--- src/rtl/ifu_prefetch_q_if.sv ---
// Fetch-unit bus: ICCM read port plus the instruction handshake towards dec.
// master = fetch unit, slave = ICCM/dec side.
interface ifu_prefetch_q_if #(
    parameter int XLEN = 32
);
    logic [XLEN-1:0] iccm_rd_addr;
    logic            iccm_rd_en;
    logic [31:0]     iccm_rd_data;
    logic            instr_valid_o;
    logic [31:0]     instr_o;
    logic [XLEN-1:0] instr_addr_o;
    logic            dec_ready_i;

    modport master (
        output iccm_rd_addr,
        output iccm_rd_en,
        input  iccm_rd_data,
        output instr_valid_o,
        output instr_o,
        output instr_addr_o,
        input  dec_ready_i
    );

    modport slave (
        input  iccm_rd_addr,
        input  iccm_rd_en,
        output iccm_rd_data,
        input  instr_valid_o,
        input  instr_o,
        input  instr_addr_o,
        output dec_ready_i
    );
endinterface

--- src/rtl/ifu_prefetch_q.sv ---
// Instruction fetch unit with a prefetch queue between the ICCM and dec.
// Sequential fetch, one-cycle ICCM latency, flush redirect kills queued/in-flight reads.
module ifu_prefetch_q #(
    parameter int              XLEN      = 32,
    parameter int              DEPTH     = 4,
    parameter logic [XLEN-1:0] RESET_PC  = '0,
    parameter logic [31:0]     NOP_INSTR = 32'h13,
    localparam int             PW        = $clog2(DEPTH),
    localparam int             CW        = $clog2(DEPTH + 1)
) (
    input  logic            clk,
    input  logic            rst_n,
    ifu_prefetch_q_if.master bus,
    input  logic            flush_from_exe,
    input  logic [XLEN-1:0] flush_addr_exe,
    input  logic            flush_from_dec,
    input  logic [XLEN-1:0] flush_addr_dec,
    output logic [CW-1:0]   q_count_o
);

    logic [XLEN-1:0] pc_q, pc_d;
    logic            infl_q, infl_d;
    logic [XLEN-1:0] infl_pc_q, infl_pc_d;
    logic [PW-1:0]   head_q, head_d;
    logic [PW-1:0]   tail_q, tail_d;
    logic [CW-1:0]   count_q, count_d;

    logic [31:0]     mem_data [DEPTH];
    logic [XLEN-1:0] mem_pc   [DEPTH];

    logic            flush_any;
    logic [XLEN-1:0] flush_tgt;
    logic            head_vld;
    logic            pop;
    logic            push;
    logic            issue;
    logic [CW:0]     occ;

    always_comb begin
        flush_any = flush_from_exe | flush_from_dec;
        flush_tgt = flush_from_exe ? flush_addr_exe : flush_addr_dec;
        flush_tgt[1:0] = 2'b00;
        head_vld  = (count_q != '0);
        pop       = head_vld && bus.dec_ready_i && !flush_any;
        // data returning in a flush cycle belongs to a killed read
        push      = infl_q && !flush_any;
        // the in-flight read already owns a slot; a pop frees one this cycle
        occ       = {1'b0, count_q} + (CW + 1)'(infl_q) - (CW + 1)'(pop);
        issue     = rst_n && !flush_any && (occ < (CW + 1)'(DEPTH));
    end

    always_comb begin
        pc_d      = pc_q;
        infl_d    = issue;
        infl_pc_d = infl_pc_q;
        head_d    = head_q;
        tail_d    = tail_q;
        count_d   = count_q;
        if (flush_any) begin
            pc_d    = flush_tgt;
            head_d  = '0;
            tail_d  = '0;
            count_d = '0;
        end else begin
            if (issue) begin
                pc_d      = pc_q + XLEN'(4);
                infl_pc_d = pc_q;
            end
            if (pop) head_d = head_q + PW'(1);
            if (push) tail_d = tail_q + PW'(1);
            count_d = count_q + CW'(push) - CW'(pop);
        end
    end

    always_ff @(posedge clk or negedge rst_n) begin
        if (!rst_n) begin
            pc_q      <= RESET_PC;
            infl_q    <= 1'b0;
            infl_pc_q <= '0;
            head_q    <= '0;
            tail_q    <= '0;
            count_q   <= '0;
        end else begin
            pc_q      <= pc_d;
            infl_q    <= infl_d;
            infl_pc_q <= infl_pc_d;
            head_q    <= head_d;
            tail_q    <= tail_d;
            count_q   <= count_d;
        end
    end

    always_ff @(posedge clk) begin
        if (push) begin
            mem_data[tail_q] <= bus.iccm_rd_data;
            mem_pc[tail_q]   <= infl_pc_q;
        end
    end

    always_comb begin
        bus.iccm_rd_en    = issue;
        bus.iccm_rd_addr  = pc_q;
        bus.instr_valid_o = head_vld;
        bus.instr_o       = head_vld ? mem_data[head_q] : NOP_INSTR;
        bus.instr_addr_o  = head_vld ? mem_pc[head_q] : '0;
        q_count_o         = count_q;
    end

endmodule
--- src/flat_wrapper.sv ---
// flat-port wrapper written by rule: the top's interface ports become plain ports
module ifu_prefetch_q_flat 
#(
    parameter int              XLEN      = 32,
    parameter int              DEPTH     = 4,
    parameter logic [XLEN-1:0] RESET_PC  = '0,
    parameter logic [31:0]     NOP_INSTR = 32'h13,
    localparam int             PW        = $clog2(DEPTH),
    localparam int             CW        = $clog2(DEPTH + 1)
)
  (clk, rst_n, flush_from_exe, flush_addr_exe, flush_from_dec, flush_addr_dec, q_count_o, bus_iccm_rd_addr, bus_iccm_rd_en, bus_iccm_rd_data, bus_instr_valid_o, bus_instr_o, bus_instr_addr_o, bus_dec_ready_i);
  ifu_prefetch_q_if #(.XLEN(XLEN)) bus_i ();
  input  logic clk;
  input  logic rst_n;
  input  logic flush_from_exe;
  input  logic [XLEN-1:0] flush_addr_exe;
  input  logic flush_from_dec;
  input  logic [XLEN-1:0] flush_addr_dec;
  output logic [CW-1:0] q_count_o;
  output wire logic [$bits(bus_i.iccm_rd_addr)-1:0] bus_iccm_rd_addr;
  output wire logic [$bits(bus_i.iccm_rd_en)-1:0] bus_iccm_rd_en;
  input wire logic [$bits(bus_i.iccm_rd_data)-1:0] bus_iccm_rd_data;
  output wire logic [$bits(bus_i.instr_valid_o)-1:0] bus_instr_valid_o;
  output wire logic [$bits(bus_i.instr_o)-1:0] bus_instr_o;
  output wire logic [$bits(bus_i.instr_addr_o)-1:0] bus_instr_addr_o;
  input wire logic [$bits(bus_i.dec_ready_i)-1:0] bus_dec_ready_i;
  assign bus_iccm_rd_addr = bus_i.iccm_rd_addr;
  assign bus_iccm_rd_en = bus_i.iccm_rd_en;
  assign bus_i.iccm_rd_data = bus_iccm_rd_data;
  assign bus_instr_valid_o = bus_i.instr_valid_o;
  assign bus_instr_o = bus_i.instr_o;
  assign bus_instr_addr_o = bus_i.instr_addr_o;
  assign bus_i.dec_ready_i = bus_dec_ready_i;
  ifu_prefetch_q #(.XLEN(XLEN), .DEPTH(DEPTH), .RESET_PC(RESET_PC), .NOP_INSTR(NOP_INSTR)) u_core (.clk(clk), .rst_n(rst_n), .bus(bus_i), .flush_from_exe(flush_from_exe), .flush_addr_exe(flush_addr_exe), .flush_from_dec(flush_from_dec), .flush_addr_dec(flush_addr_dec), .q_count_o(q_count_o));
endmodule
--- config.mk ---
export PLATFORM = sky130hd
export DESIGN_NAME = ifu_prefetch_q_flat
export DESIGN_NICKNAME = d
export VERILOG_FILES = /design/src/rtl/ifu_prefetch_q_if.sv /design/src/rtl/ifu_prefetch_q.sv /design/src/flat_wrapper.sv
export SDC_FILE = /design/constraint.sdc
export NUM_CORES = 1
export LEC_CHECK = 0
export CAP_MARGIN = 5
export CELL_PAD_IN_SITES_DETAIL_PLACEMENT = 1
export CELL_PAD_IN_SITES_GLOBAL_PLACEMENT = 2
export CORE_MARGIN = 5
export CORE_UTILIZATION = 39
export CTS_BUF_LIST = sky130_fd_sc_hd__clkbuf_16
export DETAILED_ROUTE_END_ITERATION = 6
export PLACE_DENSITY_LB_ADDON = 0.1
export SKIP_CTS_REPAIR_TIMING = 1
export SYNTH_ARGS = -nofsm -noshare
export SYNTH_HDL_FRONTEND = slang
export SYNTH_SLANG_ARGS = --single-unit
--- constraint.sdc ---
create_clock -name clk -period 9.2 [get_ports clk]
set_input_delay 2.3 -clock clk [delete_from_list [all_inputs] [get_ports clk]]
set_output_delay 2.3 -clock clk [all_outputs]
set_load 0.02 [all_outputs]
==> run_results.csv, run 1 <==
group,metric,value,unit
outcome,status,"completed",
layout,mostFrequentLayoutCells,"edfxtp_1, clkdlybuf4s50_1, nor2b_1",
sta,setup_tns,0,ns
min_path,whs_path_depth,0,
min_path,hold_start,"u_core.infl_pc_q[15]",
yosys,ys_seq_elements,316,
sta,fin_crit_sh,84.62,%
layout,final_nets,1039,
layout,utilization,50.41,%
clocking,clock_path_buffers,3,
sta,fin_worst_skew,0.008718,ns
yosys,syn_inst,735,
critical_path,r2r_setup_slack,5.70,ns
detailed_routing,wl_per_cell,21.71,um
yosys,synth.area.top_cells,"edfxtp_1, dfrtp_1, mux4_2",
sta,rsz0062_at_grt,"no",
clocking,htree_levels,2,
detailed_routing,num_vias,7236,
power_and_ir_drop,static-leakage-power,5.444,nW
min_path,holdPathEnd,"u_core.mem_pc[1][15]",
grt,grt_pass1_wl,46.73,mm
critical_path,rr_startpoint,"u_core.q_count_o[1]",
layout,layout_commonest_cell,"edfxtp_1",
clocking,clkSlewWorstSetupHoldPaths,0.06,ns
yosys,yosys.cell_types.count,47,
grt,grt_antenna_before_repair,0,
clocking,worstSkewPairLatency,0.51,ns
critical_path,worstReg2RegEnd,"u_core.bus.iccm_rd_addr[6]",
layout,area_growth,26.91,%
grt,grt_start_max_net_pins,85,
yosys,async_flop_share,21.52,%
yosys,yosys_warnings,0,
power_and_ir_drop,cellPowerDensity,198.4,nW/um^2
sta,fin_crit,7.785,ns
grt,grt_overflow,0,
detailed_routing,drt-total-wl,30.32,mm
detailed_routing,vias_per_cell,5.180,
power_and_ir_drop,peakVddDrop,0.1091,mV
floorplan,die_y,192.5,um
sta,finalSetupViolCount,0,
yosys,synth_edf_count,248,
yosys,netlist.area_leader.share,57.33,%
clocking,cts_tree,"yes",
layout,drive_gt1_share,17.28,%
placed_design,hpwlAfterDp,18.87,mm
yosys,yosys.area.top_type,"edfxtp_1",
detailed_routing,drcViolationCount,0,
placed_design,gp_congestion,0.7569,
grt,first_global_vias,8046,
detailed_routing,drt_pass1_iterations,4,
detailed_routing,drt-initial-drc-count,273,
critical_path,cp-end-kind,"primary output",
run,drv_cap,0,
critical_path,path_class,"input pin to primary output",
critical_path,critPathArrivalTime,5.49,ns
sta,fmax,128.4,MHz
sta,hold_viol,0,
min_path,worstHoldPathType,"register to register",
sta,worst_pin_slew,1.074,ns
floorplan,io_pins,202,
floorplan,row_count,66,
layout,regArea,9156,um^2
sta,slew_violations,0,
yosys,synth_area,12990,um^2
yosys,ys.flop_type,"edfxtp_1",
floorplan,core,32700,um^2
critical_path,crit_fanout,39,
floorplan,start_util,39.72,%
grt,grt_use_total,16.36,%
floorplan,die_w,192.5,um
critical_path,critPathLaunchType,"input pin",
critical_path,r2r_cells,12,
layout,fill_cells,3085,
floorplan,die-area,37060,um^2
clocking,numCtsBuffers,35,
layout,multi_input_area,3628,um^2
clocking,cts_root_buf,"clkbuf_16",
detailed_routing,ant_nets,0,
clocking,cts.sinks,316,
critical_path,worstPathRequired,6.90,ns
yosys,ys_seq_area_share,70.43,%
sta,relSlewSlack,28.40,%
layout,insertedDiodeCount,0,
placed_design,io_buffer_count,193,
yosys,post_synth.cell_area_avg,17.67,um^2
==> flip-flops by register name, indices dropped and copies added (netlist names) <==
| name | flops |
|---|---|
| u_core.bus.iccm_rd_addr | 30 |
| u_core.infl_q | 1 |
| u_core.head_q | 2 |
| u_core.q_count_o | 3 |
| u_core.mem_pc | 120 |
| u_core.mem_data | 128 |
| u_core.tail_q | 2 |
| u_core.infl_pc_q | 30 |
==> area by class of cell <==
cell class	instances	share of cell area, %
tap	442	3.355
timing repair buffer	198	11.93
clock buffer	36	5.464
clock inverter	28	1.450
sequential	316	55.54
inverter	11	0.2505
multi-input combinational	366	22.01
==> cell families after synthesis <==
group	count (synthesis)	share of synthesized area, %
flip-flops	316	70.43
XOR/XNOR	27	1.820
multiplexers	96	13.78
adder cells (fa/ha/maj)	10	1.021
other	1	0.02887
AND/OR/NAND/NOR	159	7.494
AO/OA/AOI/OAI	70	3.487
buffers and inverters	56	1.936
==> metrics by stage <==
step | hold slack (ns) | setup WS (ns) | instances | cell area, um^2 | total power, mW
final | 0.5150 | 1.415 | 1397 | 16490 | 3.270
after global routing | 0.5386 | 1.239 | 1397 | 16490 | 3.407
after CTS | 0.5191 | 1.377 | 1397 | 16490 | 3.318
after detailed placement | 0.5069 | 1.401 | 1333 | 15350 | 1.939
after global placement | 0.4884 | 1.437 | 1333 | 15350 | 1.923
after floorplan | 0.4724 | 2.241 | 738 | 13000 | 1.801
==> cells in the mapped netlist, types with 2 or more instances <==
cell,number
a211oi_1,17
a21oi_1,21
a22oi_1,7
a311oi_1,2
a31oi_1,2
and2_1,3
and3_1,15
and4_1,10
and4_4,2
buf_1,2
buf_2,12
buf_4,5
clkbuf_1,25
dfrtp_1,68
edfxtp_1,248
ha_1,9
inv_1,11
mux2_2,30
mux2i_1,2
mux4_2,62
nand2_1,7
nand3_1,14
nand3b_1,2
nand4_1,14
nor2_1,9
nor2b_1,74
nor3_1,2
o21ai_0,6
o21ai_1,2
o22ai_1,7
or2_2,4
xnor2_1,3
xor2_1,24
==> critical path, stage by stage <==
cell	delay, ns
clkdlybuf4s50_1	0.45
buf_4	0.33
or2_2	0.43
nor2_1	0.10
ha_1	0.24
inv_1	0.07
ha_1	0.23
a31oi_2	0.33
mux2i_4	0.33
clkdlybuf4s50_1	0.64
==> worst max-delay path by stage <==
stage,startpoint,end,cells past startpoint
3_3_place_gp,flush_from_exe,bus_iccm_rd_en,10
4_1_cts,flush_from_exe,bus_iccm_rd_en,10
5_1_grt,flush_from_exe,bus_iccm_rd_en,10
3_5_place_dp,flush_from_exe,bus_iccm_rd_en,10
2_1_floorplan,flush_from_exe,bus_iccm_rd_en,11
6_report,flush_from_exe,bus_iccm_rd_en,10
==> layer usage <==
| metal | track usage (%) | wire, um |
|---|---|---|
| met5 | 0 | 0 |
| met4 | 4.169 | 609 |
| met3 | 3.925 | 1724 |
| met2 | 26.75 | 14230 |
| met1 | 22.23 | 13760 |
==> power by group <==
part / switching (mW) / total, mW / leakage, nW / internal [mW]
Sequential: 0.0709 / 1.70 / 3.04 / 1.63
Clock: 0.540 / 1.36 / 0.585 / 0.824
Combinational: 0.0953 / 0.208 / 1.81 / 0.113
Note: power is estimated with default switching activity, not from simulation.
==> inputs of run 2 (changes only) <==
==> constraint.sdc (replaced) <==
create_clock -name clk -period 7.25 [get_ports clk]
set_input_delay 1.8125 -clock clk [delete_from_list [all_inputs] [get_ports clk]]
set_output_delay 1.8125 -clock clk [all_outputs]
set_load 0.02 [all_outputs]
==> run 2 against run 1 <==
  * Sequential share of layout area is 0.36 points lower
  * Sequential cell count stayed put
  * Critical path depth is 1 lower
  * Critical endpoint unchanged
  * Register-to-register slack worse by 2.0 ns
  * Clock power is 36% higher
  * Largest power group unchanged
  * Power is 31% higher
  * Count of clock-buffer cells in the layout is 1 higher
  * Combinational power is 28% higher
  * Global-route usage is 0.47 points higher
  * Final cell count is 0.29% higher
  * Clock skew is 0.0074 ns higher
==> run_results.csv, run 2 (same netlist as run 1, synthesis figures left out) <==
group,metric,value,unit
sta,fin_crit,6.460,ns
grt,grt_start_max_net_pins,64,
detailed_routing,drcViolationCount,0,
floorplan,die_y,192.5,um
placed_design,gp_congestion,0.7750,
sta,relSlewSlack,29.52,%
sta,finalSetupViolCount,0,
detailed_routing,ant_nets,0,
sta,fmax,154.8,MHz
layout,utilization,50.74,%
detailed_routing,drt-total-wl,30.93,mm
layout,insertedDiodeCount,0,
layout,drive_gt1_share,18.14,%
sta,fin_crit_sh,89.10,%
sta,rsz0062_at_grt,"no",
floorplan,row_count,66,
layout,layout_commonest_cell,"edfxtp_1",
sta,worst_pin_slew,1.057,ns
run,drv_cap,0,
sta,setup_tns,0,ns
critical_path,r2r_cells,12,
power_and_ir_drop,peakVddDrop,0.1490,mV
grt,grt_pass1_wl,48.07,mm
clocking,cts_tree,"yes",
clocking,clock_path_buffers,3,
critical_path,crit_fanout,6,
clocking,worstSkewPairLatency,0.51,ns
outcome,status,"completed",
min_path,whs_path_depth,0,
sta,slew_violations,0,
layout,final_nets,1042,
detailed_routing,vias_per_cell,5.148,
critical_path,critPathArrivalTime,4.65,ns
layout,mostFrequentLayoutCells,"edfxtp_1, clkdlybuf4s50_1, nor2b_1",
detailed_routing,num_vias,7212,
placed_design,hpwlAfterDp,19.32,mm
floorplan,core,32700,um^2
layout,reg.largest.list,"u_core.mem_data (128), u_core.mem_pc (120)",
clocking,cts.sinks,316,
grt,grt_overflow,0,
critical_path,worstPathRequired,5.44,ns
sta,hold_viol,0,
critical_path,critPathLaunchType,"input pin",
sta,fin_worst_skew,0.01614,ns
layout,largest_register_ffs,128,
floorplan,start_util,39.72,%
critical_path,cp-end-kind,"primary output",
clocking,cts_root_buf,"clkbuf_16",
detailed_routing,drt_pass1_iterations,6,
clocking,clkSlewWorstSetupHoldPaths,0.05,ns
layout,area_growth,27.73,%
floorplan,die-area,37060,um^2
grt,grt_use_total,16.84,%
floorplan,die_w,192.5,um
floorplan,io_pins,202,
critical_path,path_class,"input pin to primary output",
clocking,htree_levels,2,
clocking,numCtsBuffers,36,
power_and_ir_drop,static-leakage-power,5.481,nW
min_path,worstHoldPathType,"register to register",
layout,regMostFlops,"u_core.mem_data",
grt,grt_antenna_before_repair,0,
grt,first_global_vias,8206,
detailed_routing,wl_per_cell,22.08,um
placed_design,io_buffer_count,193,
detailed_routing,drt-initial-drc-count,323,
power_and_ir_drop,cellPowerDensity,257.7,nW/um^2
-- run 2: changes by cell type in the layout (fill, tap and decap cells not counted), sizes merged --
| cell | before | now |
|---|---|---|
| clkinv | 15 | 8 |
| clkinvlp | 1 | 6 |
| buf | 6 | 8 |
| bufinv | 4 | 6 |
| clkbuf | 36 | 37 |
| inv | 19 | 20 |
-- run 2: final timing paths --
path / startpoint / end / slack, ns
min: u_core.infl_pc_q[7] / u_core.mem_pc[2][7] / 0.52
max: flush_from_dec / bus_iccm_rd_en / 0.79
min in group asynchronous: rst_n / u_core.bus.iccm_rd_addr[26] / 1.28
min reg2reg: u_core.infl_pc_q[7] / u_core.mem_pc[2][7] / 0.52
max reg2reg: u_core.q_count_o[1] / u_core.bus.iccm_rd_addr[6] / 3.74
max in group asynchronous: rst_n / u_core.bus.iccm_rd_addr[17] / 5.00
-- run 2: metal layers --
layer | share of wire (%) | vias up | track usage, % | wire length [um]
met5 | 0 | - | 0 | 0
met4 | 1.3 | 0 | 3.620 | 402
met3 | 5.9 | 33 | 3.980 | 1831
met2 | 49 | 195 | 28.46 | 15200
met1 | 44 | 3715 | 22.38 | 13500
li1 | - | 3269 | - | -
-- run 2: final cells by class --
cell class,instances,area [um^2]
Clock inverter,29,305.3
Multi-Input combinational cell,366,3628
Timing Repair Buffer,200,1982
Inverter,11,41.29
Fill cell,3110,16110
Sequential cell,316,9156
Clock buffer,37,925.9
Tap cell,442,553.0
-- run 2: stage by stage --
step | hold WS [ns] | power [mW] | cells | setup slack, ns | cell area [um^2]
5_1_grt | 0.5346 | 4.447 | 1401 | 0.6437 | 16590
3_5_place_dp | 0.5034 | 2.463 | 1335 | 0.7688 | 15360
4_1_cts | 0.5213 | 4.330 | 1401 | 0.7561 | 16590
6_report | 0.5170 | 4.275 | 1401 | 0.7902 | 16590
3_3_place_gp | 0.4870 | 2.442 | 1335 | 0.7816 | 15360
2_1_floorplan | 0.4724 | 2.286 | 738 | 1.266 | 13000
-- run 2: power breakdown --
part	total (mW)	switching [mW]	internal, mW
registers	2.16	0.0902	2.07
clock network	1.85	0.708	1.15
logic	0.266	0.122	0.144
total	4.28	0.920	3.36
-- run 2: critical path, stage by stage --
cell             delay [ns]
clkdlybuf4s50_1        0.49
or2_2                  0.39
nor2_1                 0.13
ha_1                   0.20
inv_1                  0.06
ha_1                   0.28
a31oi_2                0.31
mux2i_4                0.32
clkdlybuf4s50_1        0.64
